`config.mk`:
```
export PLATFORM = sky130hd
export DESIGN_NAME = instr_dispatcher
export DESIGN_NICKNAME = d
export VERILOG_FILES = /design/src/rtl/instr_dispatcher_pkg.sv /design/src/rtl/instr_field_decode.sv /design/src/rtl/instr_dispatcher.sv
export SDC_FILE = /design/constraint.sdc
export NUM_CORES = 1
export LEC_CHECK = 0
export ABC_AREA = 1
export BUFFER_PORTS_ARGS = -buffer_cell sky130_fd_sc_hd__clkbuf_2
export CORE_MARGIN = 1.5
export CORE_UTILIZATION = 35
export CTS_CLUSTER_SIZE = 10
export DETAILED_ROUTE_END_ITERATION = 10
export PLACE_DENSITY = 0.63
export SLEW_MARGIN = 20
export SYNTH_ARGS = -nofsm -noshare
export SYNTH_HDL_FRONTEND = slang
export SYNTH_SLANG_ARGS = --single-unit
```
`constraint.sdc`:
```
create_clock -name clk -period 1.67 [get_ports clk]
set_input_delay 0.2505 -clock clk [delete_from_list [all_inputs] [get_ports clk]]
set_output_delay 0.2505 -clock clk [all_outputs]
set_load 0.02 [all_outputs]
```
`src/rtl/instr_dispatcher_pkg.sv`:
```
// ----------------------------------------------------------------------------
// instr_dispatcher_pkg
// Shared definitions for the instruction dispatcher: opcode values, the bit
// positions of the instruction fields, the mem_op command encodings, the FSM
// state encoding and small helpers that map opcodes onto memory commands.
// ----------------------------------------------------------------------------
package instr_dispatcher_pkg;

    // Opcode values carried in instr_in[63:60]
    localparam logic [3:0] OP_NOP     = 4'h0;
    localparam logic [3:0] OP_LOAD_W  = 4'h1;
    localparam logic [3:0] OP_LOAD_A  = 4'h2;
    localparam logic [3:0] OP_COMPUTE = 4'h3;
    localparam logic [3:0] OP_STORE   = 4'h4;
    localparam logic [3:0] OP_SYNC    = 4'h5;
    localparam logic [3:0] OP_HALT    = 4'hF;

    // Instruction field bit positions
    localparam int OPC_HI  = 63;
    localparam int OPC_LO  = 60;
    localparam int ADDR_HI = 59;
    localparam int ADDR_LO = 44;
    localparam int LEN_HI  = 43;
    localparam int LEN_LO  = 28;

    // mem_op command encodings
    localparam logic [2:0] MEMOP_NONE    = 3'd0;
    localparam logic [2:0] MEMOP_LOAD_W  = 3'd1;
    localparam logic [2:0] MEMOP_LOAD_A  = 3'd2;
    localparam logic [2:0] MEMOP_COMPUTE = 3'd3;
    localparam logic [2:0] MEMOP_STORE   = 3'd4;

    // Dispatcher FSM states
    typedef enum logic [2:0] {
        ST_IDLE      = 3'd0,
        ST_DECODE    = 3'd1,
        ST_ISSUE     = 3'd2,
        ST_WAIT_IDLE = 3'd3,
        ST_HALTED    = 3'd4
    } state_e;

    // Memory command issued for an opcode; MEMOP_NONE for non-transfer opcodes
    function automatic logic [2:0] opcode_to_memop(input logic [3:0] op);
        logic [2:0] m;
        case (op)
            OP_LOAD_W:  m = MEMOP_LOAD_W;
            OP_LOAD_A:  m = MEMOP_LOAD_A;
            OP_COMPUTE: m = MEMOP_COMPUTE;
            OP_STORE:   m = MEMOP_STORE;
            default:    m = MEMOP_NONE;
        endcase
        return m;
    endfunction

endpackage

```
`src/rtl/instr_field_decode.sv`:
```
// ----------------------------------------------------------------------------
// instr_field_decode
// Combinational split of a 64-bit instruction word into opcode, address and
// length fields, plus a flag for opcodes outside the defined set.
// Ports:
//   i_instr   - raw instruction word
//   o_opcode  - bits [63:60]
//   o_addr    - bits [59:44]
//   o_len     - bits [43:28]
//   o_illegal - opcode is not NOP/LOAD_W/LOAD_A/COMPUTE/STORE/SYNC/HALT
// ----------------------------------------------------------------------------
module instr_field_decode
    import instr_dispatcher_pkg::*;
(
    input  logic [63:0] i_instr,
    output logic [3:0]  o_opcode,
    output logic [15:0] o_addr,
    output logic [15:0] o_len,
    output logic        o_illegal
);

    // Low bits carry no meaning for the dispatcher
    logic w_unused_bits;
    assign w_unused_bits = ^i_instr[LEN_LO-1:0];

    assign o_opcode = i_instr[OPC_HI:OPC_LO];
    assign o_addr   = i_instr[ADDR_HI:ADDR_LO];
    assign o_len    = i_instr[LEN_HI:LEN_LO];

    // Flag any opcode outside the defined set
    always_comb begin
        o_illegal = 1'b0;
        case (o_opcode)
            OP_NOP, OP_LOAD_W, OP_LOAD_A, OP_COMPUTE,
            OP_STORE, OP_SYNC, OP_HALT: o_illegal = 1'b0;
            default:                    o_illegal = 1'b1;
        endcase
    end

endmodule

```
`src/rtl/instr_dispatcher.sv`:
```
// ----------------------------------------------------------------------------
// instr_dispatcher
// Accepts instructions one at a time, decodes them and either issues a burst
// of per-beat memory commands, waits for the systolic array to drain, halts,
// or simply retires the instruction.
// Ports:
//   clk, rst          - clock, synchronous active-high reset
//   instr_in/valid    - instruction from the buffer; instr_ready = accept
//   mem_op/addr/valid - per-beat command to the array side; mem_ready accepts
//   array_idle        - array has no work in flight (used by SYNC)
//   busy, halted      - FSM status
//   illegal_op        - sticky undefined-opcode flag
//   retired           - wrapping count of retired legal instructions
// ----------------------------------------------------------------------------
module instr_dispatcher
    import instr_dispatcher_pkg::*;
#(
    parameter int ADDR_W = 16,
    parameter int LEN_W  = 16
) (
    input  logic              clk,
    input  logic              rst,
    input  logic [63:0]       instr_in,
    input  logic              instr_valid,
    output logic              instr_ready,
    output logic [2:0]        mem_op,
    output logic [ADDR_W-1:0] mem_addr,
    output logic              mem_valid,
    input  logic              mem_ready,
    input  logic              array_idle,
    output logic              busy,
    output logic              halted,
    output logic              illegal_op,
    output logic [15:0]       retired
);

    localparam logic [ADDR_W-1:0] ADDR_ONE = {{(ADDR_W-1){1'b0}}, 1'b1};
    localparam logic [LEN_W-1:0]  LEN_ONE  = {{(LEN_W-1){1'b0}}, 1'b1};
    localparam logic [LEN_W-1:0]  LEN_ZERO = {LEN_W{1'b0}};

    logic [3:0]  w_opcode;
    logic [15:0] w_addr;
    logic [15:0] w_len;
    logic        w_illegal;
    logic        w_accept;

    state_e            r_state;
    logic [3:0]        r_opcode;
    logic [ADDR_W-1:0] r_addr;
    logic [LEN_W-1:0]  r_len;
    logic              r_illegal;
    logic [LEN_W-1:0]  r_cnt;
    logic              r_instr_ready;
    logic [2:0]        r_mem_op;
    logic [ADDR_W-1:0] r_mem_addr;
    logic              r_mem_valid;
    logic              r_busy;
    logic              r_halted;
    logic              r_illegal_op;
    logic [15:0]       r_retired;

    instr_field_decode u_decode (
        .i_instr   (instr_in),
        .o_opcode  (w_opcode),
        .o_addr    (w_addr),
        .o_len     (w_len),
        .o_illegal (w_illegal)
    );

    assign w_accept = instr_valid && r_instr_ready;

    // Dispatcher FSM with all status and command outputs registered
    always_ff @(posedge clk) begin
        if (rst) begin
            r_state       <= ST_IDLE;
            r_opcode      <= OP_NOP;
            r_addr        <= '0;
            r_len         <= '0;
            r_illegal     <= 1'b0;
            r_cnt         <= '0;
            r_instr_ready <= 1'b1;
            r_mem_op      <= MEMOP_NONE;
            r_mem_addr    <= '0;
            r_mem_valid   <= 1'b0;
            r_busy        <= 1'b0;
            r_halted      <= 1'b0;
            r_illegal_op  <= 1'b0;
            r_retired     <= 16'd0;
        end else begin
            case (r_state)
                ST_IDLE: begin
                    if (w_accept) begin
                        r_opcode      <= w_opcode;
                        r_addr        <= ADDR_W'(w_addr);
                        r_len         <= LEN_W'(w_len);
                        r_illegal     <= w_illegal;
                        r_instr_ready <= 1'b0;
                        r_busy        <= 1'b1;
                        r_state       <= ST_DECODE;
                    end
                end
                ST_DECODE: begin
                    if (r_illegal) begin
                        // Dropped without retiring
                        r_illegal_op  <= 1'b1;
                        r_instr_ready <= 1'b1;
                        r_busy        <= 1'b0;
                        r_state       <= ST_IDLE;
                    end else if (r_opcode == OP_HALT) begin
                        r_halted  <= 1'b1;
                        r_busy    <= 1'b0;
                        r_retired <= r_retired + 16'd1;
                        r_state   <= ST_HALTED;
                    end else if (r_opcode == OP_SYNC) begin
                        r_state <= ST_WAIT_IDLE;
                    end else if ((opcode_to_memop(r_opcode) != MEMOP_NONE) && (r_len != LEN_ZERO)) begin
                        r_mem_valid <= 1'b1;
                        r_mem_op    <= opcode_to_memop(r_opcode);
                        r_mem_addr  <= r_addr;
                        r_cnt       <= r_len;
                        r_state     <= ST_ISSUE;
                    end else begin
                        // NOP or zero-length transfer retires immediately
                        r_retired     <= r_retired + 16'd1;
                        r_instr_ready <= 1'b1;
                        r_busy        <= 1'b0;
                        r_state       <= ST_IDLE;
                    end
                end
                ST_ISSUE: begin
                    if (mem_ready) begin
                        r_mem_addr <= r_mem_addr + ADDR_ONE;
                        r_cnt      <= r_cnt - LEN_ONE;
                        if (r_cnt == LEN_ONE) begin
                            r_mem_valid   <= 1'b0;
                            r_mem_op      <= MEMOP_NONE;
                            r_retired     <= r_retired + 16'd1;
                            r_instr_ready <= 1'b1;
                            r_busy        <= 1'b0;
                            r_state       <= ST_IDLE;
                        end
                    end
                end
                ST_WAIT_IDLE: begin
                    if (array_idle) begin
                        r_retired     <= r_retired + 16'd1;
                        r_instr_ready <= 1'b1;
                        r_busy        <= 1'b0;
                        r_state       <= ST_IDLE;
                    end
                end
                ST_HALTED: begin
                    r_halted      <= 1'b1;
                    r_instr_ready <= 1'b0;
                end
                default: begin
                    r_state       <= ST_IDLE;
                    r_mem_valid   <= 1'b0;
                    r_mem_op      <= MEMOP_NONE;
                    r_instr_ready <= 1'b1;
                    r_busy        <= 1'b0;
                end
            endcase
        end
    end

    assign instr_ready = r_instr_ready;
    assign mem_op      = r_mem_op;
    assign mem_addr    = r_mem_addr;
    assign mem_valid   = r_mem_valid;
    assign busy        = r_busy;
    assign halted      = r_halted;
    assign illegal_op  = r_illegal_op;
    assign retired     = r_retired;

endmodule

```
==> results of run 1 <==
## placed cells by master, fill, tap and decap left out, types with 2 or more instances in the layout
master / count
nand2_1: 147
nor2_1: 100
dfxtp_1: 93
inv_1: 86
o21ai_0: 81
clkbuf_2: 80
nand3_1: 67
a21oi_1: 66
buf_4: 44
nand2_2: 18
nand4_1: 13
a21oi_2: 12
o21ai_1: 10
clkbuf_16: 10
nor2_2: 9
xor2_1: 8
or2_2: 7
nor3_1: 6
inv_2: 5
nor2_4: 4
buf_12: 4
nand2_4: 3
xnor2_1: 3
ha_1: 3
bufinv_16: 3
buf_6: 3
nand3_2: 2
nand3b_1: 2
inv_6: 2
dfxtp_2: 2
## per-stage QoR
step / area (um^2) / setup TNS, ns / power, W / hold WS (ns) / cells
2_1_floorplan: 5160 / 0 / 0.00702 / 0.424 / 791
3_5_place_dp: 6040 / -0.783 / 0.00866 / 0.437 / 1072
4_1_cts: 6390 / 0 / 0.0111 / 0.160 / 1087
3_3_place_gp: 6040 / -0.171 / 0.00860 / 0.436 / 1072
5_1_grt: 6540 / -0.0262 / 0.0124 / 0.175 / 1089
6_report: 6540 / 0 / 0.0114 / 0.172 / 1089
## power groups by stage
stage	clock, W	sequential [W]	combinational (W)
global route	0.00255	0.00357	0.00627
finish	0.00240	0.00348	0.00553
detailed placement	0	0.00349	0.00517
floorplan	0	0.00364	0.00338
global placement	0	0.00348	0.00512
CTS	0.00246	0.00344	0.00521
## final cells by class
class / instances / area, um^2
fillers: 1486 / 7940
multi-input cells: 568 / 2800
flip-flops and latches: 96 / 1930
repair buffers: 133 / 885
inverters: 93 / 359
clock buffers: 10 / 239
well taps: 184 / 230
clock inverters: 5 / 104
## metal layers
layer / global-route usage (%) / part of all wire (%)
met1: 24.3 / 52
met2: 27.6 / 43
met3: 3.87 / 4.2
met4: 4.87 / 1.2
met5: 0 / 0
## registers in the layout, indices dropped and copies added (netlist names), 3 cells and up
register  count
r_len        16
mem_addr     16
mem_op        3
retired      16
r_opcode      4
r_cnt        16
r_addr       16
r_state       3
## logic make-up after synthesis
kind of cell | synth area share [%]
AOI/OAI and AO/OA | 17.7
xor gates and xnor gates | 1.87
adders and majority gates | 0.970
buffers and inverters | 10.4
DFF | 37.3
and+or+nand+nor | 31.9
## worst max-delay path, stage by stage (launching register included)
cell	delay, ns
dfxtp_2	0.34
buf_4	0.13
nand2_2	0.09
nor2_4	0.04
nand2_2	0.05
nand2_2	0.07
buf_4	0.15
nor2_2	0.10
nand2_2	0.07
clkinv_4	0.09
clkbuf_16	0.16
nand3_1	0.08
a21oi_1	0.13
## cell usage after synthesis (all sizes together)
cell | instances | area share (%)
o22ai | 1 | 0.12
buf | 15 | 2.2
nand2 | 169 | 13
clkbuf | 19 | 1.4
a31o | 1 | 0.17
o211ai | 1 | 0.15
inv | 93 | 6.8
a21oi | 78 | 8.1
o21bai | 1 | 0.15
ha | 4 | 0.97
nand3b | 2 | 0.29
o21ai | 91 | 8.8
xnor2 | 3 | 0.51
a31oi | 1 | 0.12
nand3 | 69 | 6.7
xor2 | 8 | 1.4
nor3 | 6 | 0.58
nand4 | 13 | 1.6
dfxtp | 96 | 37
nor2 | 113 | 8.6
or2 | 7 | 0.85
## path summary, 6_finish.rpt
| check | endpoint | slack (ns) | cells after the start |
|---|---|---|---|
| worst max-delay path | retired[9]$_SDFFE_PP0P_ | 0.09 | 12 |
| worst min-delay path | r_addr[0]$_SDFFE_PP0P_ | 0.17 | 3 |
| worst max register to register | retired[9]$_SDFFE_PP0P_ | 0.09 | 12 |
| worst min register to register | r_addr[10]$_SDFFE_PP0P_ | 0.45 | 2 |
## what timing repair did
| action | CTS | global route |
|---|---|---|
| cloned | 0 | 1 |
| pin swaps | 0 | 7 |
| resized for setup | 1 | 49 |
| setup endpoints to repair | 25 | 53 |
| buffers inserted | 0 | 1 |
| hold buffers | 0 | 0 |
==> out/qor.csv, run 1 <==
metric,value,unit
dieArea,0.0155,mm^2
worst_slack,0.0921,ns
routed_wl,13400,um
crit_path_max_fanout,8,
critPathArrivalTime,1.86,ns
cts_tree,built,
synth-seq-cells,96,
fin_worst_skew,0.00625,ns
drtIter0Drc,365,
seq_area_frac_synth,37.3,%
p_per_area,1740,mW/mm^2
power.share.switching,42.2,%
layout.nets,974,
status,"finished, final reports clean",
p_leak,2.86,nW
avgSynthCellArea,6.52,um^2
synth_area,0.00516,mm^2
rr_startpoint,r_state[1]$_SDFFE_PP0P_,
root_buffer,clkbuf_16,
power.internal,0.00659,W
num_rows,44,
h-tree-depth,3,
area_delta_synth_final,26.8,%
synth_cell_types,30,
ys_warn_count,0,
drtPass1Iterations,8,
clock_power_share,21.1,%
coreArea,0.0145,mm^2
synthesis.nets,864,
dpl_worst_slack,-0.115,ns
endpoint_kind,flop,
grt_overflow,0,
vias,5203,
antenna_found_initial,0,
crit_start,r_state[1]$_SDFFE_PP0P_,
max-cap-violations,0,
pwr-share-comb,48.5,%
cts_buffer_depth,2,
clk_latency,0.35,ns
hold_class,in2reg,
synthCells,791,
drv_slew,0,
hpwlAfterDp,9330,um
setup_viol,0,
min-delay-start,instr_in[44],
layout-drive-gt1-share,23.9,%
route.antenna.remaining_nets,0,
slew_headroom,67.0,%
worstSetupPathType,reg2reg,
avgRoutedWirePerCell,12.3,um
portBuffers,80,
start_util,35.6,%
power_switching,0.00482,W
routed_via_density,4.78,
crit_required,1.95,ns
final_util,45.2,%
finalCritPeriodShare,94.5,%
pwr-share-seq,30.5,%
cts_num_sinks,96,
hold_violations,0,
diodes,0,
fmax,634,MHz
io_pins,109,
peakVddDrop,0.798,mV
die_w,124,um
drc,0,
numCtsBuffers,9,
grtUsageTotal,17.6,%
fp.dieH,124,um
min_period,1.58,ns
place_congestion,0.856,
worst_pin_slew,0.494,ns
grt_pass1_wl,22700,um
rsz0062_at_grt,yes,
grt_max_degree,75,
start_kind,flop,
grt_pass1_vias,4715,
clk_pin_slew,0.07,ns
(Power assumes the default switching activity.)
==> inputs of run 2 (changes only) <==
--- a/config.mk
+++ b/config.mk
@@ -11,6 +11,7 @@
 export CORE_UTILIZATION = 35
 export CTS_CLUSTER_SIZE = 10
 export DETAILED_ROUTE_END_ITERATION = 10
+export GPL_TIMING_DRIVEN = 0
 export PLACE_DENSITY = 0.63
 export SLEW_MARGIN = 20
 export SYNTH_ARGS = -nofsm -noshare
==> out/qor.csv, run 2 (same netlist as run 1, synthesis figures left out) <==
metric,value,unit,change
hold_violations,0,,unchanged
avgRoutedWirePerCell,14.1,um,+14%
power_switching,0.00518,W,+7.4%
h-tree-depth,3,,unchanged
min-delay-start,instr_in[48],,
finalNonFillerCells,1087,,-0.18%
r2r_end,mem_addr[8]$_SDFFE_PP0P_,,
power.internal,0.00642,W,-2.6%
critPathArrivalTime,1.94,ns,+0.08 ns
whs_path_depth,3,,unchanged
cts_num_sinks,96,,unchanged
crit_required,1.96,ns,about the same
setup_viol,0,,unchanged
p_per_area,1780,mW/mm^2,+2.0%
peakVddDrop,0.914,mV,+14%
pwr-share-seq,31.3,%,+0.8 points
layout-drive-gt1-share,25.2,%,+1.4 points
place_area,0.00578,mm^2,-4.3%
drc,0,,unchanged
diodes,0,,unchanged
drtIter0Drc,435,,+19%
grt_max_degree,16,,-79%
hold_class,in2reg,,
fillers,1580,,+6.3%
numCtsBuffers,9,,unchanged
rsz0062_at_grt,yes,,
layout_commonest_cell,nand2_1,,
cp_slowest_stage_delay,0.36,ns,+0.02 ns
dpl_worst_slack,-0.303,ns,-0.189 ns
mostFrequentLayoutCells,"nand2_1, inv_1, nor2_1, dfxtp_1, clkbuf_2",,
p_leak,2.79,nW,-2.2%
grt_pass1_wl,23700,um,+4.3%
start_kind,flop,,
antenna_found_initial,0,,unchanged
portBuffers,79,,-1.3%
vias,5471,,+5.2%
routed_wl,15300,um,+14%
place_congestion,0.897,,+4.8%
worst_pin_slew,0.716,ns,+0.222 ns
clock_power_share,17.8,%,-3.3 points
max-cap-violations,0,,unchanged
fp.dieH,124,um,unchanged
rr_startpoint,r_state[1]$_SDFFE_PP0P_,,
coreArea,0.0145,mm^2,unchanged
path_cells,inv_4 -> nand2_4 -> nor2_4 -> inv_2 -> nand2_2 -> inv_2 -> nor2_4 -> nand2_4 -> inv_4 -> buf_8 -> clkbuf_16 -> nand2_2 -> a21oi_2,,
route.antenna.remaining_nets,0,,unchanged
drtPass1Iterations,5,,-3
io_pins,109,,unchanged
cts_buffer_depth,2,,unchanged
endpoint_kind,flop,,
worstSetupPathType,reg2reg,,
clk_pin_slew,0.06,ns,about the same
slew_headroom,52.3,%,-15 points
placedCellCount,1054,,-1.7%
fmax,605,MHz,-4.5%
dieArea,0.0155,mm^2,unchanged
drv_slew,0,,unchanged
area_delta_synth_final,26.3,%,
routed_via_density,5.03,,+5.3%
clk_latency,0.36,ns,about the same
power.share.switching,44.6,%,+2.4 points
finalCritPeriodShare,98.9,%,+4.4 points
worst_slack,0.0182,ns,-0.0740 ns
worst_path_max_delay_cell,dfxtp_4,,
final_util,45.0,%,-0.16 points
status,"finished, final reports clean",,
pwr-share-comb,50.8,%,+2.3 points
grtUsageTotal,19.0,%,+1.4 points
min_period,1.65,ns,+0.0740 ns
rrSetupSlack,0.02,ns,-0.07 ns
whs_endpoint,r_addr[4]$_SDFFE_PP0P_,,
grt_pass1_vias,4725,,+0.21%
start_util,35.6,%,unchanged
whs,0.162,ns,-0.00960 ns
cts_tree,built,,
layout.nets,972,,-0.21%
hpwlAfterDp,10800,um,+16%
regArea,0.00194,mm^2,+0.84%
multi_input_area,0.00289,mm^2,+3.2%
stdcell_area,0.00652,mm^2,-0.36%
fin_worst_skew,0.00540,ns,-0.000849 ns
die_w,124,um,unchanged
crit_path_max_fanout,6,,-2
num_rows,44,,unchanged
reg2reg_depth,13,,+1
grt_overflow,0,,unchanged
root_buffer,clkbuf_16,,
-- run 2: cell count changes in the layout (fill, tap and decap cells not counted), sizes merged --
cell    delta
clkinv     +2
bufinv     -2
buf       -21
clkbuf    +19
-- run 2: layer usage --
| metal | routed length (um) | share of wire [%] | up-vias | global-route usage (%) |
|---|---|---|---|---|
| li1 | - | - | 2776 | - |
| met1 | 7230 | 47 | 2523 | 26.1 |
| met2 | 6930 | 45 | 152 | 29.7 |
| met3 | 907 | 5.9 | 20 | 4.12 |
| met4 | 240 | 1.6 | 0 | 6.09 |
| met5 | 0 | 0 | - | 0 |
-- run 2: worst max-delay path, delay by kind of cell, from the launching register on --
family,cells,cell delay (ns)
flops,1,0.36
compound gates,1,0.10
simple gates,6,0.57
buf+inv,6,0.55
-- run 2: what timing repair did --
action                                  4_1_cts  5_1_grt
hold buffers                                  0        0
resized for setup                            26       99
buffers inserted                              2       13
endpoints found under the setup margin       83       89
gates cloned                                  0        4
pin swaps                                     2       20
-- run 2: how the worst max path moves through the flow --
| stage | from | endpoint | slack [ns] | cells after the start |
|---|---|---|---|---|
| floorplan | mem_addr[0]$_SDFFE_PP0P_ | mem_addr[10]$_SDFFE_PP0P_ | 0.05 | 9 |
| global placement | r_state[0]$_SDFFE_PP0P_ | r_addr[15]$_SDFFE_PP0P_ | -0.29 | 8 |
| detailed placement | r_state[0]$_SDFFE_PP0P_ | r_addr[15]$_SDFFE_PP0P_ | -0.30 | 8 |
| CTS | r_state[1]$_SDFFE_PP0P_ | r_addr[15]$_SDFFE_PP0P_ | -0.01 | 8 |
| global route | r_state[1]$_SDFFE_PP0P_ | mem_addr[5]$_SDFFE_PP0P_ | -0.08 | 13 |
| finish | r_state[1]$_SDFFE_PP0P_ | mem_addr[8]$_SDFFE_PP0P_ | 0.02 | 13 |
-- run 2: power by group through the flow --
stage | Clock, W | Sequential (W) | Combinational (W)
after global placement | 0 | 0.00356 | 0.00473
final | 0.00207 | 0.00364 | 0.00589
after detailed placement | 0 | 0.00357 | 0.00479
after CTS | 0.00212 | 0.00354 | 0.00490
after floorplan | 0 | 0.00364 | 0.00338
after global routing | 0.00220 | 0.00374 | 0.00654
-- run 2: area by class of cell --
class | instances | area share, %
buffer | 33 | 3.38
clock buffer | 11 | 3.72
clock inverter | 4 | 0.691
inverter | 93 | 5.55
multi-input combinational | 568 | 44.3
sequential | 96 | 29.8
tap | 184 | 3.53
timing repair buffer | 97 | 8.95
timing repair inverter | 1 | 0.0768
-- run 2: stage by stage --
stage | power [W] | setup TNS [ns]
after CTS | 0.0106 | -0.0161
after detailed placement | 0.00836 | -12.09
after global placement | 0.00829 | -12.06
after global routing | 0.0125 | -1.24
after floorplan | 0.00702 | 0
final | 0.0116 | 0
